$ cat src/rtl/pwm_pkg.sv
// Shared types for the multi-channel breathing PWM block.
// Holds the channel mode/direction encodings and the channel-index width helper.
package pwm_pkg;

    typedef enum logic {
        PWM_STATIC  = 1'b0,
        PWM_BREATHE = 1'b1
    } pwm_mode_e;

    typedef enum logic {
        DIR_UP   = 1'b0,
        DIR_DOWN = 1'b1
    } pwm_dir_e;

    // Width of a channel index; never narrower than one bit.
    function automatic int unsigned ch_idx_w(input int unsigned channels);
        return (channels > 1) ? $clog2(channels) : 1;
    endfunction

endpackage

$ cat src/rtl/pwm_breath_ch.sv
// One PWM channel's duty source: a static duty or a triangle ramp that
// steps once every (rate+1) periods between 0 and the programmed peak.
module pwm_breath_ch
    import pwm_pkg::*;
#(
    parameter int unsigned PWM_W  = 8,
    parameter int unsigned RATE_W = 8
) (
    input  logic              clk,
    input  logic              reset,
    input  logic              boundary,
    input  logic              enable,
    input  logic              load,
    input  pwm_mode_e         load_mode,
    input  logic [PWM_W-1:0]  load_duty,
    input  logic [RATE_W-1:0] load_rate,
    output logic [PWM_W-1:0]  eff
);

    pwm_mode_e         mode;
    pwm_dir_e          dir;
    logic [PWM_W-1:0]  duty;
    logic [PWM_W-1:0]  level;
    logic [RATE_W-1:0] rate;
    logic [RATE_W-1:0] presc;
    logic [PWM_W-1:0]  level_inc;
    logic [PWM_W-1:0]  level_dec;

    // Neighbouring ramp levels used by the step logic.
    always_comb begin
        level_inc = level + 1'b1;
        level_dec = level - 1'b1;
    end

    // Config load and per-period ramp stepping; ramp is frozen while disabled.
    always_ff @(posedge clk) begin
        if (reset) begin
            mode  <= PWM_STATIC;
            dir   <= DIR_UP;
            duty  <= '0;
            level <= '0;
            rate  <= '0;
            presc <= '0;
        end else if (load) begin
            mode  <= load_mode;
            duty  <= load_duty;
            rate  <= load_rate;
            dir   <= DIR_UP;
            level <= '0;
            presc <= '0;
        end else if (boundary && enable && (mode == PWM_BREATHE)) begin
            if (presc < rate) begin
                presc <= presc + 1'b1;
            end else begin
                presc <= '0;
                if (duty == '0) begin
                    level <= '0;
                end else if (dir == DIR_UP) begin
                    level <= level_inc;
                    if (level_inc == duty) dir <= DIR_DOWN;
                end else begin
                    level <= level_dec;
                    if (level_dec == '0) dir <= DIR_UP;
                end
            end
        end
    end

    // Effective duty seen by the comparator.
    always_comb begin
        eff = (mode == PWM_BREATHE) ? level : duty;
    end

endmodule

$ cat src/rtl/pwm_multi_breathe.sv
// Multi-channel PWM with a shared period counter, a single pending config
// slot applied at period boundaries, and per-channel static/breathing duty.
// Build option: define PWM_PHASE_STAGGER_EN to offset each channel's compare
// count by i*2^PWM_W/CHANNELS, spreading rising edges across the period.
module pwm_multi_breathe
    import pwm_pkg::*;
#(
    parameter int unsigned CHANNELS = 4,
    parameter int unsigned PWM_W    = 8,
    parameter int unsigned RATE_W   = 8
) (
    input  logic                            clk,
    input  logic                            reset,
    input  logic                            enable,
    input  logic                            cfg_valid,
    output logic                            cfg_ready,
    input  logic [ch_idx_w(CHANNELS)-1:0]   cfg_ch,
    input  logic                            cfg_mode,
    input  logic [PWM_W-1:0]                cfg_duty,
    input  logic [RATE_W-1:0]               cfg_rate,
    output logic [CHANNELS-1:0]             pwm_out,
    output logic                            period_start
);

    localparam int unsigned CH_W = ch_idx_w(CHANNELS);

    typedef struct packed {
        logic [CH_W-1:0]   ch;
        pwm_mode_e         mode;
        logic [PWM_W-1:0]  duty;
        logic [RATE_W-1:0] rate;
    } pwm_cfg_t;

    logic [PWM_W-1:0]    pwm_cnt;
    logic                boundary;
    logic                accept;
    logic                pend_valid;
    pwm_cfg_t            pend;
    logic [CHANNELS-1:0] load;
    logic [CHANNELS-1:0] pwm_next;
    logic [PWM_W-1:0]    eff [CHANNELS];

    // Period position and handshake decode.
    always_comb begin
        boundary  = (pwm_cnt == '1);
        cfg_ready = !reset && !pend_valid;
        accept    = cfg_valid && cfg_ready;
    end

    // Free-running period counter, independent of enable.
    always_ff @(posedge clk) begin
        if (reset) pwm_cnt <= '0;
        else       pwm_cnt <= pwm_cnt + 1'b1;
    end

    // Single pending slot: filled on accept, drained at the boundary edge.
    // A write accepted on the boundary cycle finds the slot empty there, so it
    // naturally waits for the following boundary.
    always_ff @(posedge clk) begin
        if (reset) begin
            pend_valid <= 1'b0;
            pend       <= '0;
        end else if (boundary && pend_valid) begin
            pend_valid <= 1'b0;
        end else if (accept) begin
            pend_valid <= 1'b1;
            pend.ch    <= cfg_ch;
            pend.mode  <= pwm_mode_e'(cfg_mode);
            pend.duty  <= cfg_duty;
            pend.rate  <= cfg_rate;
        end
    end

    // Route the pending entry to its channel; out-of-range indices match none.
    always_comb begin
        load = '0;
        for (int unsigned i = 0; i < CHANNELS; i++) begin
            load[i] = boundary && pend_valid && (pend.ch == CH_W'(i));
        end
    end

    for (genvar g = 0; g < CHANNELS; g++) begin : g_ch
        pwm_breath_ch #(
            .PWM_W  (PWM_W),
            .RATE_W (RATE_W)
        ) u_ch (
            .clk       (clk),
            .reset     (reset),
            .boundary  (boundary),
            .enable    (enable),
            .load      (load[g]),
            .load_mode (pend.mode),
            .load_duty (pend.duty),
            .load_rate (pend.rate),
            .eff       (eff[g])
        );
    end

    // Duty comparators, optionally against a per-channel phase-shifted count.
    always_comb begin
        logic [PWM_W-1:0] cmp;
        pwm_next = '0;
        cmp      = '0;
        for (int unsigned i = 0; i < CHANNELS; i++) begin
`ifdef PWM_PHASE_STAGGER_EN
            cmp = pwm_cnt + PWM_W'((i * (2 ** PWM_W)) / CHANNELS);
`else
            cmp = pwm_cnt;
`endif
            pwm_next[i] = enable && (eff[i] > cmp);
        end
    end

    // Registered outputs; period_start lines up with the count-0 output cycle.
    always_ff @(posedge clk) begin
        if (reset) begin
            pwm_out      <= '0;
            period_start <= 1'b0;
        end else begin
            pwm_out      <= pwm_next;
            period_start <= (pwm_cnt == '0);
        end
    end

endmodule

$ cat config.mk
export PLATFORM = sky130hd
export DESIGN_NAME = pwm_multi_breathe
export DESIGN_NICKNAME = d
export VERILOG_FILES = /design/src/rtl/pwm_pkg.sv /design/src/rtl/pwm_breath_ch.sv /design/src/rtl/pwm_multi_breathe.sv
export SDC_FILE = /design/constraint.sdc
export NUM_CORES = 1
export LEC_CHECK = 0
export ABC_AREA = 1
export BUFFER_PORTS_ARGS = -buffer_cell sky130_fd_sc_hd__buf_2
export CAP_MARGIN = 20
export CORE_ASPECT_RATIO = 0.8
export CORE_MARGIN = 2
export CORE_UTILIZATION = 57
export DETAILED_ROUTE_END_ITERATION = 6
export PLACE_DENSITY_LB_ADDON = 0.25
export SYNTH_ARGS = -nofsm -noshare
export SYNTH_HDL_FRONTEND = slang
export SYNTH_HIERARCHICAL = 1
export SYNTH_SLANG_ARGS = --single-unit
$ cat constraint.sdc
create_clock -name clk -period 2.5 [get_ports clk]
set_input_delay 0.625 -clock clk [delete_from_list [all_inputs] [get_ports clk]]
set_output_delay 0.625 -clock clk [all_outputs]
set_load 0.01 [all_outputs]
Word level (Yosys, flattened, before mapping) --
Cells that the tools add are included.
Cells by class: add/subtract/negate cells 13, $lt $le $gt $ge 8, equal/unequal tests 8, multiplexer cells 28, bitwise operators 9, reduce and logical (&&, ||, !) cells 42
Operator list (number):
- 2-to-1 mux 8 bit | 16
- adder 8 x 1 -> 8 bit, second input constant | 9
- logical NOT 8 bit | 9
- == test 8 bit | 4
- greater-than comparator 8 bit | 4
- < comparator 8 bit | 4
- subtractor 8 x 1 -> 8 bit, second input constant | 4
- logical AND 1 bit | 16
- 2-to-1 mux 1 bit | 12
- AND reduction 3 bit | 4
- AND reduction 2 bit | 5
- OR reduction 2 bit | 5
- inverter 1 bit | 9
- == test 8 bit, second input constant | 1
- == test 2 bit, second input constant | 2
- == test 2 x 1 -> 1 bit, second input constant | 1
- logical NOT 1 bit | 2
- logical NOT 2 bit | 1
Storage, ports and cells: bits in registers 169, output and inout bits 6

Logic depth before layout (Yosys ltp) --
Gate-level depths: netlist (run 1).
depth after elaboration 4, depth in mapped cells 13, gate-level depth less buffers 13

Cells and area by module --
The synthesis (run 1) kept the hierarchy.
By module, submodules not included:
- pwm_breath_ch | instances 4, cells an instance 322, area each 2097.0 µm²
- pwm_multi_breathe | instances 1, cells an instance 279, area each 2073.2 µm²

Least setup slack after synthesis (run 1) --
No wires, ideal clock.
kind register -> register, start register pwm_cnt[0], end register g_ch[0].u_ch.rate[3], library setup time 0.133 ns, arrival 2.022 ns, required time 2.367 ns, setup slack 0.345 ns, cell stages (with the launch flop) 12, cells stage by stage dfxtp_1 -> ha_1 -> nand2_1 -> inv_1 -> nand3_2 -> nor2_2 -> nand2_2 -> nor2_1 -> inv_1 -> clkbuf_1 -> o21ai_0 -> a21oi_1
On the way: cells in the longest elaborated chain, start to end 3
Ends and longest elaborated chain:
- start: declaration | RTL line pwm_multi_breathe.sv:34 | logic [PWM_W-1:0] pwm_cnt;
- start signal: assignment | RTL line pwm_multi_breathe.sv:53 | else pwm_cnt <= pwm_cnt + 1'b1;
- == test 8 bit | RTL line pwm_multi_breathe.sv:45 | boundary = (pwm_cnt == '1);
- via boundary | RTL line pwm_multi_breathe.sv:35 | logic boundary;
- logical AND 1 bit (2 in series) | RTL line pwm_multi_breathe.sv:78 | load[i] = boundary && pend_valid && (pend.ch == CH_W'(i));
- via load[0] | RTL line pwm_multi_breathe.sv:39 | logic [CHANNELS-1:0] load;
- end signal: assignment | RTL line pwm_breath_ch.sv:47 | rate <= load_rate;
- end: declaration | RTL line pwm_breath_ch.sv:24 | logic [RATE_W-1:0] rate;
The timed path passes the listed nets, and every way through them passes these cells. A chain may end at the register's enable or synchronous reset.

Worst setup path in the final report (run 1) --
start register pwm_cnt[1], end register g_ch[1].u_ch.duty[5]
On the way: cells in the longest elaborated chain, start to end 3
Ends and longest elaborated chain:
- == test 8 bit | RTL line pwm_multi_breathe.sv:45
- via boundary | RTL line pwm_multi_breathe.sv:35
- logical AND 1 bit (2 in series) | RTL line pwm_multi_breathe.sv:78
- via load[1] | RTL line pwm_multi_breathe.sv:39
- end signal: assignment | RTL line pwm_breath_ch.sv:46 | duty <= load_duty;
- end: declaration | RTL line pwm_breath_ch.sv:22 | logic [PWM_W-1:0] duty;
The timed path passes the listed nets, and every way through them passes these cells.

==> results of run 1 <==
==> how the worst max path moves through the flow <==
stage | end | cells after the start
finish | g_ch[1].u_ch/duty[5] | 10
global placement | g_ch[3].u_ch/presc[6] | 13
global route | g_ch[2].u_ch/rate[2] | 10
floorplan | g_ch[0].u_ch/rate[3] | 11
detailed placement | g_ch[3].u_ch/presc[6] | 13
CTS | g_ch[1].u_ch/duty[5] | 10
==> layout make-up <==
class | instances | share of cell area (%)
multi-input combinational | 1164 | 54.46
timing repair buffer | 33 | 1.588
sequential | 169 | 30.24
inverter | 183 | 6.140
clock inverter | 14 | 1.163
clock buffer | 18 | 3.836
tap | 230 | 2.572
==> where the power goes <==
group          internal (mW)  leakage, nW  switching, mW
combinational         0.0832         3.24          0.161
clock                   1.32        0.279           1.24
sequential              2.73         1.37         0.0717
==> per-layer routing <==
layer	vias to the layer above	GRT usage [%]
met5	-	0
met4	0	7.555
met3	28	4.090
met2	238	42.87
met1	4415	36.92
li1	5073	-
==> stage by stage <==
| stage | std cells | hold slack [ps] | setup slack (ps) | setup TNS [ps] |
|---|---|---|---|---|
| floorplan | 1567 | 434.9 | 345.0 | 0 |
| global placement | 1779 | 456.4 | 283.5 | 0 |
| detailed placement | 1779 | 458.9 | 226.7 | 0 |
| CTS | 1811 | 376.3 | 188.5 | 0 |
| global route | 1811 | 380.1 | -70.73 | -565.0 |
| finish | 1811 | 386.1 | 183.3 | 0 |
==> sequential cells by signal (all words and copies together), names as in the netlist, 8 cells and up <==
register / count
g_ch.u_ch/rate: 32
g_ch.u_ch/level: 32
g_ch.u_ch/presc: 32
pend: 19
pwm_cnt: 8
g_ch.u_ch/duty: 32
==> worst min-delay path: cells and delay by family <==
kind / cells / cell delay (ps)
AOI/OAI and AO/OA: 1 / 40
and+or+nand+nor: 1 / 50
buffers and inverters: 1 / 80
==> synthesized netlist by cell type, types with 2 or more instances <==
| cell type | n | area (um^2) |
|---|---|---|
| nand2_2 | 11 | 68.82 |
| mux2i_1 | 4 | 40.04 |
| nor4_1 | 8 | 50.05 |
| nand4_1 | 17 | 106.4 |
| buf_2 | 10 | 50.05 |
| nor2_4 | 4 | 45.04 |
| nand3_1 | 112 | 560.5 |
| o21ai_0 | 137 | 685.7 |
| nor2_2 | 21 | 131.4 |
| o31ai_1 | 2 | 15.01 |
| buf_4 | 18 | 135.1 |
| nor3_1 | 7 | 35.03 |
| nor2_1 | 138 | 518.0 |
| inv_1 | 179 | 671.9 |
| inv_2 | 4 | 15.01 |
| nor3b_1 | 4 | 30.03 |
| xor2_1 | 24 | 210.2 |
| nand3_4 | 4 | 70.07 |
| o21ai_2 | 10 | 87.58 |
| dfxtp_1 | 169 | 3383 |
| xnor2_1 | 12 | 105.1 |
| a21oi_1 | 108 | 540.5 |
| clkbuf_1 | 20 | 75.07 |
| o21a_1 | 4 | 30.03 |
| buf_6 | 2 | 22.52 |
| a21o_1 | 4 | 30.03 |
| a31oi_1 | 8 | 50.05 |
| nand2_1 | 444 | 1667 |
| ha_1 | 78 | 975.9 |
==> cell families after synthesis <==
logic type / share of synthesized area, %
simple gates: 31.65
compound gates: 13.83
buf+inv: 9.461
flops: 32.34
fa+ha+maj: 9.329
xor+xnor: 3.014
mux: 0.3827
==> out/metrics.cfg, run 1 <==
[routing]
drt_first_pass_iters = 5
dr_total_vias = 9754
drt_iter0_markers = 800
via_per_inst = 5.386
drc = 0
topRoutingLayerUsed = met4
wl_per_cell_um = 13.99
routed-wl-met3_um = 1494
final_antenna_net_count = 0
wl_met1_um = 11770
routed_wl_um = 25330
wl_met2_um = 11700

[floorplanning]
chipWidth_um = 155.5
rows = 44
fp.dieArea_um2 = 19460
die_h_um = 125.2
core_area_um2 = 18060
pin_count = 29
start_util_pct = 57.93

[grt]
grt_pass1_vias = 8872
gr-total-overflow = 0
antenna_found_initial = 0
grt_max_degree = 33
grt_usage_pct = 26.55
grt_pass1_wl_um = 42160

[sta]
rsz0062_at_grt = yes
fmax_mhz = 431.7
slew_viol_final = 0
finalCritPeriodShare_pct = 92.67
slew_headroom_pct = 47.17
finClkSkew_ps = 14.97
hold_violations = 0
finalCriticalPeriod_ps = 2317
tightest_slew_ps = 791.6
setup_viol = 0

[hold_path]
hold_path_class = in2reg
worstHoldEndpoint = pend[5]
min_delay_path_depth = 3
hp-start = cfg_rate[5]

[yosys]
synth_warnings = 6
ys_seq_area_share_pct = 32.34
netlist_area_um2 = 10460
synth_edf_count = 0
syn_area_per_cell_um2 = 6.676
synth-main-ff-cell = dfxtp_1
ys_ff_latch = 169
synth_cell_types = 33
synthArstFlopShare_pct = 0
postSynthCellCount = 1567
syn_nets = 1668

[setup_path]
path_buf_inv = 2
required_ps = 2780
path_class = reg2reg
rrSetupSlack_ps = 180
r2r-start = pwm_cnt[1]
crit_fanout = 32
crit_slowest_cell = inv_1
cp.arrival_ps = 2600
cp_common_cell = inv_1
startpoint = pwm_cnt[1]
r2r-end = g_ch[1].u_ch/duty[5]
cpPeakStageDelay_ps = 420
crit_path_end_kind = flip-flop
path_cells = ha_1 > nand2_1 > inv_1 > nand3_2 > nor2_4 > nand2_2 > nor2_1 > inv_1 > o21ai_0 > a21oi_1
crit_family = simple AND/OR/NAND/NOR gates
start_kind = flip-flop
reg2regPathDepth = 10

[power]
pwr_density_cell_nw_per_um2 = 500.1
finalPower_mw = 5.595
max-vdd-ir-drop_uv = 409.3
leakagePower_nw = 4.879

[placement]
placed_cell_area_um2 = 10620
dpl.hpwl_um = 18550
io_buffers = 28
gp_congestion = 0.8833

[finish]
area_delta_synth_final_pct = 6.949
num-fill-cells = 1657
final_common_cell = nand2_1
final_cell_mix = nand2_1 (444), inv_1 (179), dfxtp_1 (169), nor2_1 (138), o21ai_0 (137)
nets = 1669
final_layout_size_suffix_gt1_share_pct = 7.590
seqCellArea_um2 = 3383
final_core_util_pct = 61.96
multi_input_area_um2 = 6093
final_area_um2 = 11190
num_antenna_cells = 0

[clocking]
cts_tree = yes
clockRootBuffer = clkbuf_16
clock_latency_ps = 440
numCtsBuffers = 17
htree_levels = 4
cts_setup_buffers = 0
cts.hold.buffers_added = 0
clock_path_buffers = 2
cts_resized = 0
clock-sinks = 169
clk_transition_reported_paths_ps = 70

[status]
status = finished clean

[job]
drv_cap = 0

(Power assumes the default switching activity.)
==> inputs of run 2 (changes only) <==
--- a/config.mk
+++ b/config.mk
@@ -5,12 +5,11 @@
 export SDC_FILE = /design/constraint.sdc
 export NUM_CORES = 1
 export LEC_CHECK = 0
-export ABC_AREA = 1
 export BUFFER_PORTS_ARGS = -buffer_cell sky130_fd_sc_hd__buf_2
 export CAP_MARGIN = 20
 export CORE_ASPECT_RATIO = 0.8
 export CORE_MARGIN = 2
-export CORE_UTILIZATION = 57
+export CORE_UTILIZATION = 63
 export DETAILED_ROUTE_END_ITERATION = 6
 export PLACE_DENSITY_LB_ADDON = 0.25
 export SYNTH_ARGS = -nofsm -noshare
==> run 2 against run 1 <==
Sequential power hardly changed. Sequential cell count stayed put. Utilization is 7.3 points higher. Non-clock buffer count is 26 higher. Clock skew is 4.7 ps lower. Hold slack worse by 6.3 ps. Synthesized cell count is 21% lower. Cell area is 2.2% higher. Die area is 8.3% lower. Critical path type unchanged. Critical endpoint is now g_ch[0].u_ch/level[5]. Largest power group unchanged.
==> out/metrics.cfg, run 2 <==
[clocking]
cts.hold.buffers_added = 0
clockRootBuffer = clkbuf_16
cts_tree = yes
clk_transition_reported_paths_ps = 70
clock_latency_ps = 440
numCtsBuffers = 17
htree_levels = 4
clock-sinks = 169
clock_path_buffers = 2

[yosys]
synth_adder_area_share_pct = 9.229
syn_nets = 1333
synth-main-ff-cell = dfxtp_1
synth_edf_count = 0
postSynthCellCount = 1232
synth_top_family_by_area = simple AND/OR/NAND/NOR gates
post-synth-top-count-cell = dfxtp_1
synth_xor_area_share_pct = 6.046
synth_top_area_share_pct = 31.99
syn_area_per_cell_um2 = 8.584
yosys-top-cells-count = dfxtp_1 (169), nor2_1 (156), ha_1 (78)
ys_seq_area_share_pct = 31.99
synth_compound_area_share_pct = 14.93
muxShareOfSynthArea_pct = 10.60
synth_cell_types = 61
synthArstFlopShare_pct = 0
netlist_area_um2 = 10580
synth_top_cells_by_area = dfxtp_1 (32%), ha_1 (9.2%), mux2i_1 (7.2%)
synth_top_area_cell = dfxtp_1
ys_ff_latch = 169
synth_warnings = 6
yosys.area_share.simple_pct = 21.55

[floorplanning]
rows = 42
chipWidth_um = 148.9
fp.dieArea_um2 = 17840
die_h_um = 119.9
pin_count = 29
core_area_um2 = 16500
start_util_pct = 64.09

[finish]
final_layout_size_suffix_gt1_share_pct = 12.79
nets = 1331
num-fill-cells = 1266
seqCellArea_um2 = 3383
final_cell_mix = dfxtp_1 (169), nor2_1 (156), ha_1 (78), mux2i_1 (76), nand2_1 (71)
num_antenna_cells = 0
multi_input_area_um2 = 6616
area_delta_synth_final_pct = 8.117
final_common_cell = dfxtp_1
final_core_util_pct = 69.29

[power]
max-vdd-ir-drop_uv = 430.8
leakagePower_nw = 4.242
finalPower_mw = 5.558
pwr_density_cell_nw_per_um2 = 486.1
pwr-share-comb_pct = 4.1
p_clk_share_pct = 45.7
switching_power_mw = 1.390
p_sw_share_pct = 25.02
p_seq_share_pct = 50.2
power.internal_mw = 4.167

[sta]
tightest_slew_ps = 780.1
rsz0062_at_grt = no
slew_viol_final = 0
finalCriticalPeriod_ps = 2292
fin_tns_setup_ps = 0
finalCritPeriodShare_pct = 91.68
finClkSkew_ps = 10.22
slew_headroom_pct = 47.83
setup_viol = 0
fmax_mhz = 436.3
hold_violations = 0

[routing]
drt_first_pass_iters = 5
dr_total_vias = 9030
routed_wl_um = 25720
final_antenna_net_count = 0
drt_iter0_markers = 756
drc = 0
via_per_inst = 6.172
wl_per_cell_um = 17.58

[status]
status = finished clean

[job]
drv_cap = 0

[grt]
grt_pass1_wl_um = 42520
grt_max_degree = 46
grt_pass1_vias = 8360
grt_usage_pct = 29.73
antenna_found_initial = 0
gr-total-overflow = 0

[placement]
dpl.hpwl_um = 17950
io_buffers = 28
gp_congestion = 0.9241

[setup_path]
required_ps = 2810
path_class = reg2reg
cpPeakStageDelay_ps = 590
start_kind = flip-flop
crit_fanout = 14
crit_path_end_kind = flip-flop
crit_slowest_cell = a31oi_2
path_cells = ha_1 > a2111o_1 > a31oi_2 > or2_1 > o21ai_0
cp.arrival_ps = 2600

[hold_path]
hold_path_class = in2reg

## run 2: changes by cell type in the layout (fill, tap and decap cells not counted), sizes merged, moves of 21 or more
| cell | before | now |
|---|---|---|
| a21oi | 108 | 49 |
| buf | 33 | 59 |
| inv | 191 | 62 |
| mux2 | 0 | 32 |
| mux2i | 4 | 76 |
| nand2 | 455 | 72 |
| nand2b | 0 | 29 |
| nand3 | 117 | 24 |
| nor2b | 0 | 21 |
| o21ai | 147 | 68 |
| o311ai | 0 | 24 |
| xnor2 | 12 | 45 |
## run 2: worst max-delay path, delay by kind of cell (launching register included)
| family | cells | cell delay [ps] |
|---|---|---|
| AO/OA/AOI/OAI | 3 | 1100 |
| flip-flops | 1 | 450 |
| AND/OR/NAND/NOR | 1 | 340 |
| adder cells (fa/ha/maj) | 1 | 280 |
## run 2: area by class of cell
| type | count | area share, % |
|---|---|---|
| clock buffer | 19 | 3.961 |
| clock inverter | 13 | 0.9630 |
| inverter | 56 | 1.838 |
| multi-input combinational | 927 | 57.87 |
| sequential | 169 | 29.59 |
| tap | 220 | 2.408 |
| timing repair buffer | 59 | 3.371 |
## run 2: worst paths after layout
kind / start / end / slack [ps] / cells past startpoint
worst max-delay path: g_ch[0].u_ch/presc[1] / g_ch[0].u_ch/level[5] / 210 / 5
worst min-delay path: cfg_rate[4] / pend[4] / 380 / 3
worst max register to register: g_ch[0].u_ch/presc[1] / g_ch[0].u_ch/level[5] / 210 / 5
worst min register to register: g_ch[0].u_ch/rate[5] / g_ch[0].u_ch/rate[5] / 500 / 2
## run 2: per-layer routing
metal	wire (um)	vias to the layer above	global-route usage, %
li1	-	4421	-
met5	0	-	0
met3	1900	20	6.160
met1	12160	4285	42.97
met2	11420	304	45.98
met4	248	0	6.250
## run 2: metrics by stage
step / setup slack [ps] / hold slack (ps) / instances / area [um^2]
floorplan: 93.82 / 460.4 / 1232 / 10580
global placement: 273.3 / 473.2 / 1431 / 10870
detailed placement: 159.5 / 482.2 / 1431 / 10870
CTS: 120.8 / 369.6 / 1463 / 11430
global route: 21.39 / 385.8 / 1463 / 11430
finish: 207.9 / 379.8 / 1463 / 11430
## run 2: what timing repair did
item	4_1_cts	5_1_grt
gates resized for setup	0	1
buffers inserted	0	0
setup endpoints to repair	0	24
## run 2: kinds of logic (layout without fill, tap and decap cells)
group	after synthesis	count (layout)
mux	108	108
buf+inv	136	147
fa+ha+maj	78	78
xor+xnor	73	73
flops	169	169
simple gates	438	438
compound gates	230	230
## run 2: power by group through the flow
| stage | clock network [mW] | registers (mW) | logic [mW] |
|---|---|---|---|
| after global placement | 0 | 2.85 | 0.216 |
| final | 2.54 | 2.79 | 0.228 |
| after global routing | 2.68 | 2.79 | 0.254 |
| after CTS | 2.57 | 2.79 | 0.225 |
| after detailed placement | 0 | 2.85 | 0.222 |
| after floorplan | 0 | 2.82 | 0.145 |
